`config.mk`:
```
export PLATFORM = sky130hd
export DESIGN_NAME = inst_loader
export DESIGN_NICKNAME = d
export VERILOG_FILES = /design/src/rtl/inst_loader.sv
export SDC_FILE = /design/constraint.sdc
export NUM_CORES = 1
export LEC_CHECK = 0
export CORE_UTILIZATION = 31
export DETAILED_ROUTE_END_ITERATION = 8
export PLACE_DENSITY = 0.57
export SLEW_MARGIN = 30
export SYNTH_ARGS = -nofsm -noshare
export SYNTH_HDL_FRONTEND = slang
export SYNTH_SLANG_ARGS = --single-unit
export TNS_END_PERCENT = 50
```
`constraint.sdc`:
```
create_clock -name clk -period 2.4 [get_ports clk]
set_clock_uncertainty 0.1 [all_clocks]
set_input_delay 0.24 -clock clk [delete_from_list [all_inputs] [get_ports clk]]
set_output_delay 0.24 -clock clk [all_outputs]
set_load 0.01 [all_outputs]
```
`src/rtl/inst_loader.sv`:
```
// Byte-stream program loader: packs little-endian bytes into 32-bit words,
// writes them to instruction memory and holds the core in reset until done.
module inst_loader #(
    parameter int ADDR_W = 8
) (
    input  logic              clk,
    input  logic              rst_n,
    input  logic              start,
    input  logic [ADDR_W-1:0] load_len,
    input  logic              in_valid,
    input  logic [7:0]        in_data,
    output logic              in_ready,
    output logic              imem_we,
    output logic [ADDR_W+1:0] imem_addr,
    output logic [31:0]       imem_wdata,
    output logic              busy,
    output logic              done,
    output logic              core_rst_n
);

    typedef enum logic [1:0] {
        IDLE  = 2'd0,
        LOAD  = 2'd1,
        FLUSH = 2'd2,
        DONE  = 2'd3
    } state_t;

    state_t            state_r;
    state_t            state_s;
    logic [ADDR_W-1:0] len_r;
    logic [ADDR_W-1:0] word_idx_r;
    logic [ADDR_W-1:0] asm_cnt_r;
    logic [1:0]        byte_cnt_r;
    logic [23:0]       asm_r;
    logic              xfer_s;
    logic              fire_s;
    logic              last_s;
    logic              launch_s;

    logic              in_ready_r;
    logic              imem_we_r;
    logic [ADDR_W+1:0] imem_addr_r;
    logic [31:0]       imem_wdata_r;
    logic              busy_r;
    logic              done_r;
    logic              core_rst_n_r;

    // Next-state decode; asm_cnt_r counts assembled words, so the last word is
    // recognised on its 4th byte, one cycle before its write strobe.
    always_comb begin
        state_s  = state_r;
        launch_s = 1'b0;
        xfer_s   = (state_r == LOAD) && in_valid;
        fire_s   = xfer_s && (byte_cnt_r == 2'd3);
        last_s   = fire_s && (asm_cnt_r == (len_r - ADDR_W'(1)));
        case (state_r)
            IDLE, DONE: begin
                if (start) begin
                    if (load_len != '0) begin
                        state_s  = LOAD;
                        launch_s = 1'b1;
                    end else begin
                        state_s = DONE;
                    end
                end else begin
                    state_s = state_r;
                end
            end
            LOAD: begin
                if (last_s) begin
                    state_s = FLUSH;
                end else begin
                    state_s = LOAD;
                end
            end
            FLUSH:   state_s = DONE;
            default: state_s = IDLE;
        endcase
    end

    // State register and status flags, registered from the next state.
    always_ff @(posedge clk or negedge rst_n) begin
        if (!rst_n) begin
            state_r      <= IDLE;
            in_ready_r   <= 1'b0;
            busy_r       <= 1'b0;
            done_r       <= 1'b0;
            core_rst_n_r <= 1'b0;
        end else begin
            state_r      <= state_s;
            in_ready_r   <= (state_s == LOAD);
            busy_r       <= (state_s == LOAD) || (state_s == FLUSH);
            done_r       <= (state_s == DONE);
            core_rst_n_r <= (state_s == DONE);
        end
    end

    // Byte assembly and word counters; a reset discards any partial word.
    always_ff @(posedge clk or negedge rst_n) begin
        if (!rst_n) begin
            len_r      <= '0;
            word_idx_r <= '0;
            asm_cnt_r  <= '0;
            byte_cnt_r <= 2'd0;
            asm_r      <= 24'd0;
        end else if (launch_s) begin
            len_r      <= load_len;
            word_idx_r <= '0;
            asm_cnt_r  <= '0;
            byte_cnt_r <= 2'd0;
            asm_r      <= 24'd0;
        end else if (xfer_s) begin
            byte_cnt_r <= byte_cnt_r + 2'd1;
            case (byte_cnt_r)
                2'd0:    asm_r[7:0]   <= in_data;
                2'd1:    asm_r[15:8]  <= in_data;
                2'd2:    asm_r[23:16] <= in_data;
                default: asm_r        <= asm_r;
            endcase
            if (fire_s) begin
                asm_cnt_r  <= asm_cnt_r + ADDR_W'(1);
                word_idx_r <= word_idx_r + ADDR_W'(1);
            end
        end
    end

    // Memory write port; address and data hold their last written values.
    always_ff @(posedge clk or negedge rst_n) begin
        if (!rst_n) begin
            imem_we_r    <= 1'b0;
            imem_addr_r  <= '0;
            imem_wdata_r <= 32'd0;
        end else begin
            imem_we_r <= fire_s;
            if (fire_s) begin
                imem_addr_r  <= {word_idx_r, 2'b00};
                imem_wdata_r <= {in_data, asm_r};
            end
        end
    end

    assign in_ready   = in_ready_r;
    assign imem_we    = imem_we_r;
    assign imem_addr  = imem_addr_r;
    assign imem_wdata = imem_wdata_r;
    assign busy       = busy_r;
    assign done       = done_r;
    assign core_rst_n = core_rst_n_r;

endmodule
```
==> flow_summary.ini, run 1 <==
[run_status]
status = finished clean

[power]
p_leak_nw = 2.72
power_density_nw_per_um2 = 1110
totalPowerFinal_mw = 6.04
ir_drop_mv = 0.465

[clocking]
clockRootBuffer = clkbuf_16
clkLatencyLatePin_ns = 0.34
clk_path_buf_depth = 2
clock_sinks = 96
cts_buffers = 9
clkTransAtPathRegs_ns = 0.07
cts_tree = built
cts-htree-levels = 3

[setup_path]
required_ns = 2.53
worst-path-buf-inv = 1
crit_slowest_cell = dfrtp_2
cp_cell_sequence = nor4_2, and3_1, a2111oi_4, nor4_4, o21ai_1, ha_1, inv_1
critPathKind = reg -> reg
setup.worst_path.end_class = register
start_kind = register
cpPeakStageDelay_ns = 0.46
path_max_fanout = 6
path_delay_family = simple AND/OR/NAND/NOR gates
reg2reg_slack_ns = 0.06
worstPathArrival_ns = 2.47

[drt]
met2WireLength_um = 4540
drt_iter0_markers = 104
drt_wl_total_um = 9290
wl_met1_um = 4240
top_layer_used = met4
post_drt_via_cell_ratio = 4.63
drc_errors = 0
num_vias = 3088
dr.pass1.iters = 4
wire_per_inst_um = 13.9
antenna_left = 0
routed-wl-met3_um = 323

[floorplan]
io_pins = 67
fp.dieW_um = 119
fp-row-count = 42
die_area_sq_um = 14100
initial_utilization = 0.318
coreArea_sq_um = 13200
die_h_um = 119

[cells_and_area]
instances_no_fill = 667
utilization = 0.409
layout-drive-gt1-share = 0.0937
antenna_cells = 0
final_nets = 517
syn_to_final_growth_pct = 28.7
fill_cells = 1321

[timing]
drv_slew = 0
hold_violations = 0
fin_crit_sh = 0.975
fmax_ghz = 0.427
slew_headroom = 0.598
max_slew.worst_pin.slew_ns = 0.601
layout_min_cycle_time_ns = 2.34
setup_viol = 0
fin_tns_setup_ns = 0

[grt]
antenna_found_initial = 0
grtUsageTotal = 0.142
grt_pass1_vias = 3162
grt_overflow = 0
grt_start_max_net_pins = 48
grt_pass1_wl_um = 15700

[synthesis]
avgSynthCellArea_sq_um = 10.0
yosys.area.top_type = dfrtp_1
synth_area_leaders = dfrtp_1 (57%), nand2_1 (12%), mux2i_1 (5.9%)
synth_edf_count = 0
async_flop_share = 1.00
synth_seq_cells = 96
yosysMostFrequentCell = nand2_1
netlist_area_sq_um = 4210
yosysUniqueCellTypes = 36
ys.warnings.count = 0
netlist_instances = 420
synth-main-ff-cell = dfrtp_1
yosysTopAreaCellShare = 0.571
seq_area_frac_synth = 0.571
ys_top_cells_by_count = nand2_1 (136), dfrtp_1 (96), nor2_1 (45)

[place]
dp_hpwl_um = 6210
place_inst = 649
gp_congestion = 0.760
io_buffers = 64

[run]
maxCapViolations = 0

[hold_path]
hold_path.class = in -> async
registers in the layout, indices dropped and copies added (netlist names):
signal	count
word_idx_r	8
asm_cnt_r	8
imem_addr	8
imem_we	1
core_rst_n	1
busy	1
state_r	2
asm_r	24
imem_wdata	32
byte_cnt_r	2
len_r	8
in_ready	1
per-layer routing:
| layer | global-route usage | up-vias |
|---|---|---|
| li1 | - | 1477 |
| met1 | 0.181 | 1537 |
| met2 | 0.227 | 55 |
| met3 | 0.0323 | 19 |
| met4 | 0.0657 | 0 |
| met5 | 0 | - |
what timing repair did:
action	CTS	global route
hold buffers	1	0
buffers inserted	1	0
hold endpoints to repair	43	0
setup endpoints to repair	1	3
pin swaps	1	1
gates resized for setup	1	7
gates cloned	0	0
placed cells by master (no fill, tap or decap), drive strengths merged, types with 2 or more instances in the layout:
cell type,n
nand2,136
dfrtp,96
clkdlybuf4s50,63
nor2,46
mux2i,25
xor2,14
nand3,11
ha,11
clkbuf,11
buf,11
xnor2,9
inv,9
o21ai,7
mux2,6
a21oi,5
nand4,4
and3,4
clkinv,4
nor4,4
conb,2
logic make-up after synthesis:
family | synth area share
AO/OA/AOI/OAI | 0.0330
XOR/XNOR | 0.0496
adder cells (fa/ha/maj) | 0.0327
buffers and inverters | 0.0324
flip-flops | 0.571
multiplexers | 0.0755
other | 0.000891
AND/OR/NAND/NOR | 0.205
stage by stage:
stage	cell area (sq um)	setup slack, ns	hold slack [ns]
floorplan	4210	0.171	-0.156
global placement	5080	0.105	0.189
detailed placement	5080	-0.000278	0.184
CTS	5390	0.0426	0.355
global route	5420	-0.0592	0.387
finish	5420	0.0605	0.340
worst paths after layout:
path / endpoint / cells after the start / startpoint
worst max-delay path: busy / 7 / len_r[2]
worst min-delay path: imem_wdata[28] / 2 / rst_n
worst max register to register: busy / 7 / len_r[2]
worst min register to register: imem_wdata[2] / 2 / asm_r[2]
max in group asynchronous: len_r[2] / 3 / rst_n
min in group clk: imem_wdata[2] / 2 / asm_r[2]
report_power, final:
part / switching, mW / internal [mW] / total (mW)
Sequential: 0.367 / 2.15 / 2.51
Combinational: 1.08 / 1.09 / 2.17
Clock: 0.615 / 0.739 / 1.35
Total: 2.06 / 3.98 / 6.04
layout make-up:
class                      instances  area, sq um  area share
sequential                        96         2400       0.443
multi-input combinational        296         1720       0.318
timing repair buffer              75          761       0.140
clock buffer                      11          243      0.0448
tap                              176          220      0.0406
clock inverter                     5         40.0     0.00739
inverter                           8         30.0     0.00554
Power figures use the tool's default switching activity.
==> run 2, diff against run 1 <==
--- a/config.mk
+++ b/config.mk
@@ -5,10 +5,10 @@
 export SDC_FILE = /design/constraint.sdc
 export NUM_CORES = 1
 export LEC_CHECK = 0
+export CAP_MARGIN = 20
 export CORE_UTILIZATION = 31
 export DETAILED_ROUTE_END_ITERATION = 8
 export PLACE_DENSITY = 0.57
-export SLEW_MARGIN = 30
 export SYNTH_ARGS = -nofsm -noshare
 export SYNTH_HDL_FRONTEND = slang
 export SYNTH_SLANG_ARGS = --single-unit
==> results of run 2 <==
No change in the layout: final DEF, timing and power equal those of run 1.
